`src/rtl/game_pkg.sv`:
```
// Shared definitions for the game status controller: FSM states, display codes
// and BCD/binary conversion helpers used by the two-digit counters.
package game_pkg;

  typedef enum logic [1:0] {
    IDLE = 2'd0,
    PLAY = 2'd1,
    OVER = 2'd2
  } game_state_t;

  localparam logic [3:0] BLANK_DIGIT = 4'hF;
  localparam logic [3:0] MODE_IDLE   = 4'h0;
  localparam logic [3:0] MODE_PLAY   = 4'h1;
  localparam logic [3:0] MODE_OVER   = 4'h2;

  function automatic logic [6:0] bcd_to_bin(input logic [7:0] bcd);
    return 7'({3'b000, bcd[7:4]} * 7'd10 + {3'b000, bcd[3:0]});
  endfunction

  function automatic logic [7:0] bin_to_bcd(input logic [6:0] bin);
    return {4'(bin / 7'd10), 4'(bin % 7'd10)};
  endfunction

endpackage

```
`src/rtl/bcd_counter2.sv`:
```
// Two-digit BCD counter (00..99) with load, +1, -1 and +5, all combinable in one
// cycle, saturating at both ends. value_nxt is exposed so the owner can register
// displays in step with the count.
module bcd_counter2
  import game_pkg::*;
(
  input  logic       clk,
  input  logic       reset,
  input  logic       load,
  input  logic [7:0] load_val,
  input  logic       inc,
  input  logic       dec,
  input  logic       add5,
  output logic [7:0] value,
  output logic [7:0] value_nxt
);

  logic [8:0] acc;
  logic [6:0] sat;

  // Net step is -1..+6, so the sum never exceeds 105; bit 8 only sets on 0-1.
  always_comb begin
    acc = {2'b00, bcd_to_bin(value)}
        + (add5 ? 9'd5 : 9'd0)
        + (inc  ? 9'd1 : 9'd0)
        - (dec  ? 9'd1 : 9'd0);
    sat = 7'(acc);
    if (acc[8]) begin
      sat = 7'd0;
    end else if (acc > 9'd99) begin
      sat = 7'd99;
    end
    value_nxt = load ? load_val : bin_to_bcd(sat);
  end

  always_ff @(posedge clk) begin
    if (reset) begin
      value <= 8'h00;
    end else begin
      value <= value_nxt;
    end
  end

endmodule

```
`src/rtl/game_status_ctrl.sv`:
```
// Game status controller: countdown timer, score and lives with registered display
// holders. Define BONUS_TIME_EN to make each match add 5 seconds to the timer.
//
// state | meaning
// IDLE  | no game, displays blank
// PLAY  | game running, timer/score/lives live
// OVER  | game ended, final score shown
module game_status_ctrl
  import game_pkg::*;
#(
  parameter logic [7:0] TIME_START = 8'h60,
  parameter int         LIVES      = 10
) (
  input  logic       CLOCK_50,
  input  logic       reset,
  input  logic       start,
  input  logic       userquit,
  input  logic       match,
  input  logic       miss,
  input  logic       tick,
  output logic       ingameOn,
  output logic       gameOver,
  output logic [3:0] hex0hldr,
  output logic [3:0] hex2hldr,
  output logic [3:0] hex3hldr,
  output logic [3:0] hex4hldr,
  output logic [3:0] hex5hldr,
  output logic [9:0] ledrhldr
);

  game_state_t state_q, state_nxt;
  logic        load, play, bonus;
  logic [7:0]  timer_q, timer_nxt, score_q, score_nxt;
  logic [3:0]  lives_q, lives_nxt;
  logic [9:0]  therm;

  assign play = (state_q == PLAY);
  assign load = start && !userquit && (state_q != PLAY);

`ifdef BONUS_TIME_EN
  assign bonus = play && match;
`else
  assign bonus = 1'b0;
`endif

  bcd_counter2 u_timer (
    .clk      (CLOCK_50),
    .reset    (reset),
    .load     (load),
    .load_val (TIME_START),
    .inc      (1'b0),
    .dec      (play && tick),
    .add5     (bonus),
    .value    (timer_q),
    .value_nxt(timer_nxt)
  );

  bcd_counter2 u_score (
    .clk      (CLOCK_50),
    .reset    (reset),
    .load     (load),
    .load_val (8'h00),
    .inc      (play && match),
    .dec      (1'b0),
    .add5     (1'b0),
    .value    (score_q),
    .value_nxt(score_nxt)
  );

  always_comb begin
    lives_nxt = lives_q;
    if (load) begin
      lives_nxt = 4'(LIVES);
    end else if (play && miss && lives_q != 4'd0) begin
      lives_nxt = lives_q - 4'd1;
    end
  end

  always_comb begin
    state_nxt = state_q;
    case (state_q)
      IDLE: if (load) state_nxt = PLAY;
      PLAY: begin
        if (userquit || (tick && timer_nxt == 8'h00) || (miss && lives_nxt == 4'd0)) begin
          state_nxt = OVER;
        end
      end
      OVER: begin
        if (userquit) begin
          state_nxt = IDLE;
        end else if (load) begin
          state_nxt = PLAY;
        end
      end
      default: state_nxt = IDLE;
    endcase
  end

  always_comb begin
    therm = '0;
    for (int i = 0; i < 10; i++) begin
      therm[i] = (4'(i) < lives_nxt);
    end
  end

  // Displays are registered from next-state values so they move with the state.
  always_ff @(posedge CLOCK_50) begin
    if (reset) begin
      state_q  <= IDLE;
      lives_q  <= 4'd0;
      ingameOn <= 1'b0;
      gameOver <= 1'b0;
      hex0hldr <= MODE_IDLE;
      hex2hldr <= BLANK_DIGIT;
      hex3hldr <= BLANK_DIGIT;
      hex4hldr <= BLANK_DIGIT;
      hex5hldr <= BLANK_DIGIT;
      ledrhldr <= 10'd0;
    end else begin
      state_q  <= state_nxt;
      lives_q  <= lives_nxt;
      ingameOn <= 1'b0;
      gameOver <= 1'b0;
      hex0hldr <= MODE_IDLE;
      hex2hldr <= BLANK_DIGIT;
      hex3hldr <= BLANK_DIGIT;
      hex4hldr <= BLANK_DIGIT;
      hex5hldr <= BLANK_DIGIT;
      ledrhldr <= 10'd0;
      case (state_nxt)
        PLAY: begin
          ingameOn <= 1'b1;
          hex0hldr <= MODE_PLAY;
          hex2hldr <= timer_nxt[3:0];
          hex3hldr <= timer_nxt[7:4];
          hex4hldr <= score_nxt[3:0];
          hex5hldr <= score_nxt[7:4];
          ledrhldr <= therm;
        end
        OVER: begin
          gameOver <= 1'b1;
          hex0hldr <= MODE_OVER;
          hex4hldr <= score_nxt[3:0];
          hex5hldr <= score_nxt[7:4];
        end
        default: ;
      endcase
    end
  end

endmodule

```
`config.mk`:
```
export PLATFORM = sky130hd
export DESIGN_NAME = game_status_ctrl
export DESIGN_NICKNAME = d
export VERILOG_FILES = /design/src/rtl/game_pkg.sv /design/src/rtl/bcd_counter2.sv /design/src/rtl/game_status_ctrl.sv
export SDC_FILE = /design/constraint.sdc
export NUM_CORES = 1
export LEC_CHECK = 0
export CORE_MARGIN = 3
export CORE_UTILIZATION = 60
export CTS_BUF_LIST = sky130_fd_sc_hd__clkbuf_8
export DETAILED_ROUTE_END_ITERATION = 10
export PLACE_DENSITY = 0.95
export SYNTH_ARGS = -nofsm -noshare
export SYNTH_HDL_FRONTEND = slang
export SYNTH_SLANG_ARGS = --single-unit
```
`constraint.sdc`:
```
create_clock -name CLOCK_50 -period 8.23 [get_ports CLOCK_50]
set_input_delay 2.469 -clock CLOCK_50 [delete_from_list [all_inputs] [get_ports CLOCK_50]]
set_output_delay 2.469 -clock CLOCK_50 [all_outputs]
set_load 0.03 [all_outputs]
```
# Word level (Yosys, flattened, before mapping)
# Cells that the tools add are included.
# totals
regBits	54
latch_bits	0
ramBits	0
rom_bits	0
input_bits	7
output_inout_bits	32
word_cells	77
mem_count	0
# op_classes
n_addsub	5
n_mul	2
n_div	4
n_lt_le_gt_ge	12
n_eq_ne	5
shifts	0
n_mux	17
n_bitwise	2
reduce_logical	18
# ops
op	count
7-bit 2-to-1 mux	4
9-bit by 7-bit > comparator with 1-bit output (second input constant)	2
3-bit by 4-bit < comparator with 1-bit output (first input constant)	4
8-bit 2-to-1 mux	2
7-bit by 4-bit adder with 7-bit output	2
7-bit by 4-bit divider with 7-bit output (second input constant)	2
7-bit by 4-bit remainder unit with 7-bit output (second input constant)	2
4-bit by 3-bit multiplier with 6-bit output (second input constant)	2
7-bit by 9-bit adder with 9-bit output	1
7-bit by 9-bit subtractor with 9-bit output	1
1-bit logical AND	8
8-bit logical NOT	1
1-bit by 4-bit < comparator with 1-bit output (first input constant)	2
2-bit by 4-bit < comparator with 1-bit output (first input constant)	2
4-bit < comparator (first input constant)	2
4-bit 2-to-1 mux	2
2-bit 2-to-1 mux	3
2-bit one-hot mux with 3 select lines	1
2-bit OR reduction	3
2-bit by 1-bit == test with 1-bit output (second input constant)	2
2-bit == test (second input constant)	2
4-bit logical NOT	1
1-bit 2-to-1 mux	4
2-bit one-hot mux with 2 select lines	1
other kinds (7)	9

# Longest topological paths before layout
# Gate-level depths: netlist (run 1).
# logic_depth
ltp_word	19
depth_mapped	30
depth_no_buf	25

# Cells and area by module
# A second synthesis (run 1) with hierarchy kept.
# hier_totals
cells_unflattened	552
hier_area_um2	4623.2
# modules_own_cells
mod	n_inst	cells_each	area_each_um2	seq_area_each_um2
bcd_counter2	2	205	1609.0	160.2
game_status_ctrl	1	142	1405.1	680.7

# Least setup slack after synthesis (run 1)
# OpenSTA, ideal clock, no wires.
# synth_timing
path_type	input port to flip-flop
start	in tick
end	reg ledrhldr[1]
setup_time_ns	0.126
arrival_time_ns	6.893
t_required_ns	8.104
path_slack_ns	1.210
path_stages	29
path_buffers	6
cell_sequence	and2_1 -> ha_1 -> ha_1 -> and2_0 -> clkbuf_1 -> and2_1 -> nor4b_2 -> a21o_1 -> buf_4 -> a211oi_2 -> nor2_1 -> a32o_1 -> buf_6 -> nand2_1 -> a21oi_1 -> a31oi_1 -> ha_1 -> buf_2 -> nand2b_1 -> nor2_1 -> or3_1 -> buf_2 -> a31o_1 -> ha_1 -> nand2b_1 -> inv_1 -> clkbuf_1 -> nand2_1 -> o21ai_0
# synth_between
elab_chain_cells	17
word_cells_on_any_way	18
classes_between	add/sub: 1; div: 2; order compare: 1; eq/ne: 1; mux: 6; bitwise: 1; reduce/logical: 6
# synth_rtl
item	line_no	rtl
start: declaration	game_status_ctrl.sv:20	input logic tick,
1-bit logical AND	game_status_ctrl.sv:52	.dec (play && tick),
1-bit 2-to-1 mux	bcd_counter2.sv:26	- (dec ? 9'd1 : 9'd0);
7-bit by 9-bit subtractor with 9-bit output	bcd_counter2.sv:26	
9-bit by 7-bit > comparator with 1-bit output	bcd_counter2.sv:30	end else if (acc > 9'd99) begin
7-bit 2-to-1 mux	bcd_counter2.sv:30	
7-bit 2-to-1 mux	bcd_counter2.sv:28	if (acc[8]) begin
7-bit by 4-bit remainder unit with 7-bit output / 7-bit by 4-bit divider with 7-bit output (equally long branches)	game_pkg.sv:21	return {4'(bin / 7'd10), 4'(bin % 7'd10)};
8-bit 2-to-1 mux	bcd_counter2.sv:33	value_nxt = load ? load_val : bin_to_bcd(sat);
8-bit logical NOT	game_status_ctrl.sv:84	if (userquit || (tick && timer_nxt == 8'h00) || (miss && lives_nxt == 4'd0)) begin
1-bit logical AND (*)	game_status_ctrl.sv:84	
1-bit logical OR (*) (2 in series)	game_status_ctrl.sv:84	
2-bit 2-to-1 mux (*)	game_status_ctrl.sv:84	
2-bit one-hot mux with 3 select lines (*)	game_status_ctrl.sv:81	case (state_q)
2-bit by 1-bit == test with 1-bit output (*)	game_status_ctrl.sv:130	case (state_nxt)
1-bit inverter (no line) (*)	-	
2-bit OR reduction (no line) (*)	-	
end signal: assignment	game_status_ctrl.sv:138	ledrhldr <= therm;
end: declaration	game_status_ctrl.sv:28	output logic [9:0] ledrhldr
# Mark *: on every way between the ends. The rest lies on a longest branch, timed or not.
# A chain may end at the register's enable or synchronous reset.

# Worst setup path in the final report (run 1)
# layout_timing
start	in tick
end	reg ledrhldr[4]
# The elaborated chain is that of the path after synthesis.

==> impl_metrics.yaml, run 1 <==
run_status:
  status: "finished clean"
layout:
  post-route-util: 0.701
  final_cell_area_um2: 4250
  drive_gt1_frac: 0.0707
  num_antenna_cells: 0
  final_common_cell: "dfxtp_1"
  nFillCells: 470
  final_nets: 529
  final_cell_mix: "51 x dfxtp_1, 49 x nor2_1, 36 x a21oi_1, 36 x clkdlybuf4s50_1, 29 x nand2_1"
  syn2layout_area_growth_pct: 11.0
global_routing:
  grt_use_total: 0.263
  grt_pass1_vias: 3451
  grt_pass1_wl_um: 16300
  gr-total-overflow: 0
  grt_max_degree: 19
  antenna_found_initial: 0
floorplanning:
  start_util: 0.632
  die_w_um: 85.9
  dieArea_um2: 7370
  die_h_um: 85.9
  ioPinCount: 39
  rows: 28
  core_area_um2: 6060
drt:
  num_vias: 3715
  dr.pass1.iters: 5
  drtIter0Drc: 278
  wl_per_cell_um: 16.8
  avgViaCountPerCell: 6.52
  routed_wl_um: 9590
  drcViolationCount: 0
  drtAntennaViolNets: 0
clock_tree:
  cts_made_buffers: 5
  post_cts_buffers: 0
  clkSinkCount: 51
  postCtsHoldBufs: 0
  cts_max_level: 2
  root_buffer: "clkbuf_8"
  clk_latency_ns: 0.30
  clkSlewWorstSetupHoldPaths_ns: 0.09
  cts_max_path_buffers: 2
  tritoncts: "done"
place:
  place_ws_ns: 0.120
  hpwlAfterDp_um: 7260
  port_buffers: 36
  placed_area_um2: 4160
  gp_congestion: 0.929
worst_setup_path:
  startpoint_type: "input port"
  crit_required_ns: 8.42
  arrival_ns: 7.96
  setup.worst_path.class: "input port to flop"
  path_max_fanout: 12
  endpoint_kind: "flop"
timing:
  min_period_over_period: 0.944
  timing.hold.ws_ns: 0.668
  fmax_mhz: 129
  hold_viol: 0
  final_max_slew_viol_count: 0
  clock_skew_ns: 0.00728
  worst_slew_pin_slew_ns: 1.07
  slew_headroom: 0.282
  period_needed_ns: 7.77
  worst_slack_ns: 0.461
  setup_viol: 0
  finalSetupTns_ns: 0
  rsz0062_at_grt: "no"
logic_synthesis:
  synth_top_flop_cell: "dfxtp_1"
  yosysWarnings: 0
  synthDistinctLibCells: 79
  syn-cell-area_um2: 3830
  ys_seq_area_frac: 0.267
  synth-edff-count: 0
  syn_area_per_cell_um2: 8.09
  async_reset_ff_frac: 0
  ys_seq_elements: 51
  synth_cells: 473
power_and_ir_drop:
  power_density_nw_per_um2: 255
  vdd_ir_drop_max_mv: 0.296
  power.leakage_uw: 0.00164
min_path:
  hold_class: "flop to flop"
flow_run:
  cap_violations: 0
## area by class of cell
cell class	count	area (µm²)	area share
Timing Repair Buffer	36	360	0.0848
Tap cell	75	93.8	0.0221
Clock buffer	5	68.8	0.0162
Multi-Input combinational cell	386	2640	0.620
Sequential cell	51	1020	0.240
Clock inverter	2	13.8	0.00324
Inverter	15	56.3	0.0132
## cells by family (layout without fill, tap and decap cells)
logic type / Yosys count / after routing / share of synthesized area
other: 1 / 2 / 0.000980
AND/OR/NAND/NOR: 170 / 170 / 0.226
AO/OA/AOI/OAI: 161 / 161 / 0.296
flip-flops: 51 / 51 / 0.267
multiplexers: 4 / 4 / 0.0118
XOR/XNOR: 22 / 22 / 0.0562
adder cells (fa/ha/maj): 27 / 27 / 0.0961
buffers and inverters: 37 / 58 / 0.0464
## cell usage after synthesis (7+ instances only)
cell type   n  area, µm²
dfxtp_1    51       1020
inv_1      15       56.3
o21ai_0    25        125
o21a_1      8       60.1
nor3_1     11       55.1
a211oi_1    7       52.6
nand3_1    15       75.1
nand2b_1   17        106
a21oi_1    36        180
nand2_1    29        109
nor2_1     50        188
ha_1       23        288
clkbuf_1    9       33.8
buf_2       7       35.0
xnor2_1    13        114
and2_1     10       62.6
## report_power, final
group          switching, µW  total, µW  internal [µW]
registers               13.7        289            276
logic                    417        659            241
clock network           78.8        137           58.2
## stage by stage
step	total power, µW	instances
CTS	1070	570
finish	1090	570
global placement	925	563
detailed placement	931	563
global route	1150	570
floorplan	793	474
## worst max-delay path, cell delays in order
cell and delay (ns):
clkdlybuf4s50_1 0.43, and2_1 0.15, ha_1 0.20, ha_1 0.26, and2_0 0.27, and2_1 0.25, nor4b_2 0.18, a21o_2 0.28
a211oi_2 0.34, nor2_1 0.11, a32o_1 0.42, nand2_1 0.12, a21oi_1 0.06, a31oi_1 0.18, ha_1 0.36, nand2b_1 0.18
nor2_1 0.09, or3_1 0.48, a31o_1 0.27, ha_1 0.18, nand2b_1 0.11, inv_1 0.19, and2_1 0.22, o21bai_1 0.14
## path summary, 6_finish.rpt
check | depth (start not counted) | end | from | slack (ns)
max | 24 | ledrhldr[4] | tick | 0.46
min | 3 | u_score.value[0] | u_score.value[0] | 0.67
max reg2reg | 24 | ledrhldr[4] | u_timer.value[5] | 2.05
min reg2reg | 3 | u_score.value[0] | u_score.value[0] | 0.67
## registers in the layout, summed over array words and instances (netlist names)
signal,cells
u_score.value,8
hex4hldr,4
state_q,2
hex0hldr,1
hex3hldr,4
ingameOn,1
hex2hldr,4
hex5hldr,4
u_timer.value,8
ledrhldr,10
lives_q,4
gameOver,1
## metal layers
layer	up-vias	wire length [µm]	share of wire	track usage
met2	153	4600	0.48	0.430
met1	1767	4340	0.45	0.377
met3	17	562	0.059	0.0346
met4	0	84	0.0088	0.0403
met5	-	0	0	0
li1	1778	-	-	-
## timing repair
action,in CTS,in global routing
gates resized for setup,0,2
hold endpoints to repair,0,0
setup endpoints to repair,0,6
No activity file was read; power rests on OpenSTA's default activity.
==> run 2: changes to the inputs <==
--- a/config.mk
+++ b/config.mk
@@ -7,2 +7,3 @@
 export LEC_CHECK = 0
+export ABC_CLOCK_PERIOD_IN_PS = 8230
 export CORE_MARGIN = 3
==> constraint.sdc (replaced) <==
create_clock -name CLOCK_50 -period 8.23 [get_ports CLOCK_50]
set_input_delay 1.646 -clock CLOCK_50 [delete_from_list [all_inputs] [get_ports CLOCK_50]]
set_output_delay 1.646 -clock CLOCK_50 [all_outputs]
set_load 0.03 [all_outputs]
==> run 2 against run 1 <==
Combinational power hardly changed. Non-clock buffer count stayed put. Wire length is 0.30% higher. Largest cell class unchanged. Largest power group unchanged. Highest routed layer unchanged.
==> impl_metrics.yaml, run 2 (synthesized netlist as in run 1, its figures left out) <==
min_path:
  hold_end: "lives_q[3]"
  hold_class: "flop to flop"
  whs_path_depth: 3
  min-delay-start: "lives_q[3]"
worst_setup_path:
  startpoint_type: "input port"
  r2r_cells: 22
  endpoint_kind: "flop"
  regToRegSetupSlack_ns: 1.97
  crit_required_ns: 8.36
  path_max_fanout: 12
  setup.worst_path.class: "input port to flop"
  reg2reg_from: "state_q[0]"
  r2r-end: "hex5hldr[3]"
  arrival_ns: 7.15
layout:
  largest_reg_flops: 10
  final_cell_area_um2: 4250
  num_antenna_cells: 0
  syn2layout_area_growth_pct: 11.0
  nFillCells: 453
  final_common_cell: "dfxtp_1"
  final_nets: 529
  top_register: "ledrhldr"
  reg_top3: "ledrhldr x10, u_score.value x8, u_timer.value x8"
  drive_gt1_frac: 0.0667
  final_cell_mix: "51 x dfxtp_1, 50 x nor2_1, 36 x a21oi_1, 36 x clkdlybuf4s50_1, 29 x nand2_1"
  post-route-util: 0.701
drt:
  dr.pass1.iters: 5
  avgViaCountPerCell: 6.54
  drcViolationCount: 0
  drtAntennaViolNets: 0
  drtIter0Drc: 237
  routed_wl_um: 9620
  wl_per_cell_um: 16.9
  num_vias: 3727
clock_tree:
  cts_made_buffers: 5
  cts_resized: 0
  cts_max_level: 2
  post_cts_buffers: 0
  clk_latency_ns: 0.30
  clkSinkCount: 51
  root_buffer: "clkbuf_8"
  clkSlewWorstSetupHoldPaths_ns: 0.09
  postCtsHoldBufs: 0
  cts_max_path_buffers: 2
  tritoncts: "done"
floorplanning:
  die_h_um: 85.9
  dieArea_um2: 7370
  die_w_um: 85.9
  start_util: 0.632
  core_area_um2: 6060
  ioPinCount: 39
  rows: 28
timing:
  setup_viol: 0
  period_needed_ns: 7.02
  fmax_mhz: 142
  hold_viol: 0
  finalSetupTns_ns: 0
  clock_skew_ns: 0.00607
  worst_slack_ns: 1.21
  min_period_over_period: 0.853
  worst_slew_pin_slew_ns: 1.03
  slew_headroom: 0.312
  rsz0062_at_grt: "no"
  final_max_slew_viol_count: 0
global_routing:
  grt_max_degree: 19
  use_met2: 0.427
  grt_use_total: 0.264
  grt_pass1_vias: 3430
  top_usage_layer: "met2"
  gr-total-overflow: 0
  met1_usage: 0.368
  grt_pass1_wl_um: 16100
  antenna_found_initial: 0
  grt_util_met3: 0.0451
flow_run:
  cap_violations: 0
power_and_ir_drop:
  total_power_uw: 1080
  vdd_ir_drop_max_mv: 0.318
  power.leakage_uw: 0.00164
  power_density_nw_per_um2: 255
place:
  hpwlAfterDp_um: 7420
  port_buffers: 36
  place_ws_ns: 1.01
  placed_area_um2: 4160
  gp_congestion: 0.937
run_status:
  status: "finished clean"
run 2: where the power goes:
group / internal, µW / leakage [µW] / total [µW] / switching [µW]
sequential: 276 / 0.000417 / 289 / 13.3
clock: 58.2 / 0.0000440 / 136 / 77.6
combinational: 241 / 0.00118 / 660 / 419
total: 575 / 0.00164 / 1080 / 509
run 2: stage by stage:
step                hold slack, ns  cells
floorplan                    0.563    474
detailed placement           0.615    563
global route                 0.676    570
global placement             0.592    563
finish                       0.646    570
CTS                          0.645    570
run 2: critical path, cell delays in order:
cell,delay [ns]
clkdlybuf4s50_1,0.48
and2_1,0.13
ha_1,0.17
ha_1,0.27
and2_0,0.31
and2_1,0.27
nor4b_2,0.27
a21o_1,0.31
a2111oi_0,0.13
a31o_2,0.25
a32o_1,0.34
nand2_1,0.12
a21oi_1,0.06
a31oi_1,0.18
ha_1,0.34
nand2b_1,0.18
nor2_1,0.09
or3_1,0.48
a31o_1,0.26
ha_1,0.29
nor2_1,0.38
o21ai_0,0.21
run 2: metal layers:
layer  vias to the layer above  wire (µm)  part of all wire
li1                       1776          -                 -
met1                      1741       4150              0.43
met2                       184       4600              0.48
met3                        26        687             0.071
met4                         0        175             0.018
met5                         -          0                 0
run 2: final cells by class:
| class | instances | area [µm²] | area share |
|---|---|---|---|
| sequential | 51 | 1020 | 0.240 |
| tap | 75 | 93.8 | 0.0221 |
| inverter | 15 | 56.3 | 0.0133 |
| timing repair buffer | 36 | 360 | 0.0849 |
| clock inverter | 2 | 13.8 | 0.00324 |
| multi-input combinational | 386 | 2630 | 0.620 |
| clock buffer | 5 | 68.8 | 0.0162 |
run 2: how the worst max path moves through the flow:
| stage | startpoint | end | slack [ns] | cells after the start |
|---|---|---|---|---|
| 2_1_floorplan | tick | ledrhldr[1] | 2.03 | 29 |
| 3_3_place_gp | tick | hex5hldr[3] | 1.15 | 22 |
| 3_5_place_dp | tick | hex5hldr[3] | 1.01 | 22 |
| 4_1_cts | tick | hex5hldr[3] | 1.29 | 22 |
| 5_1_grt | tick | hex5hldr[3] | 0.78 | 22 |
| 6_report | tick | hex5hldr[3] | 1.21 | 22 |
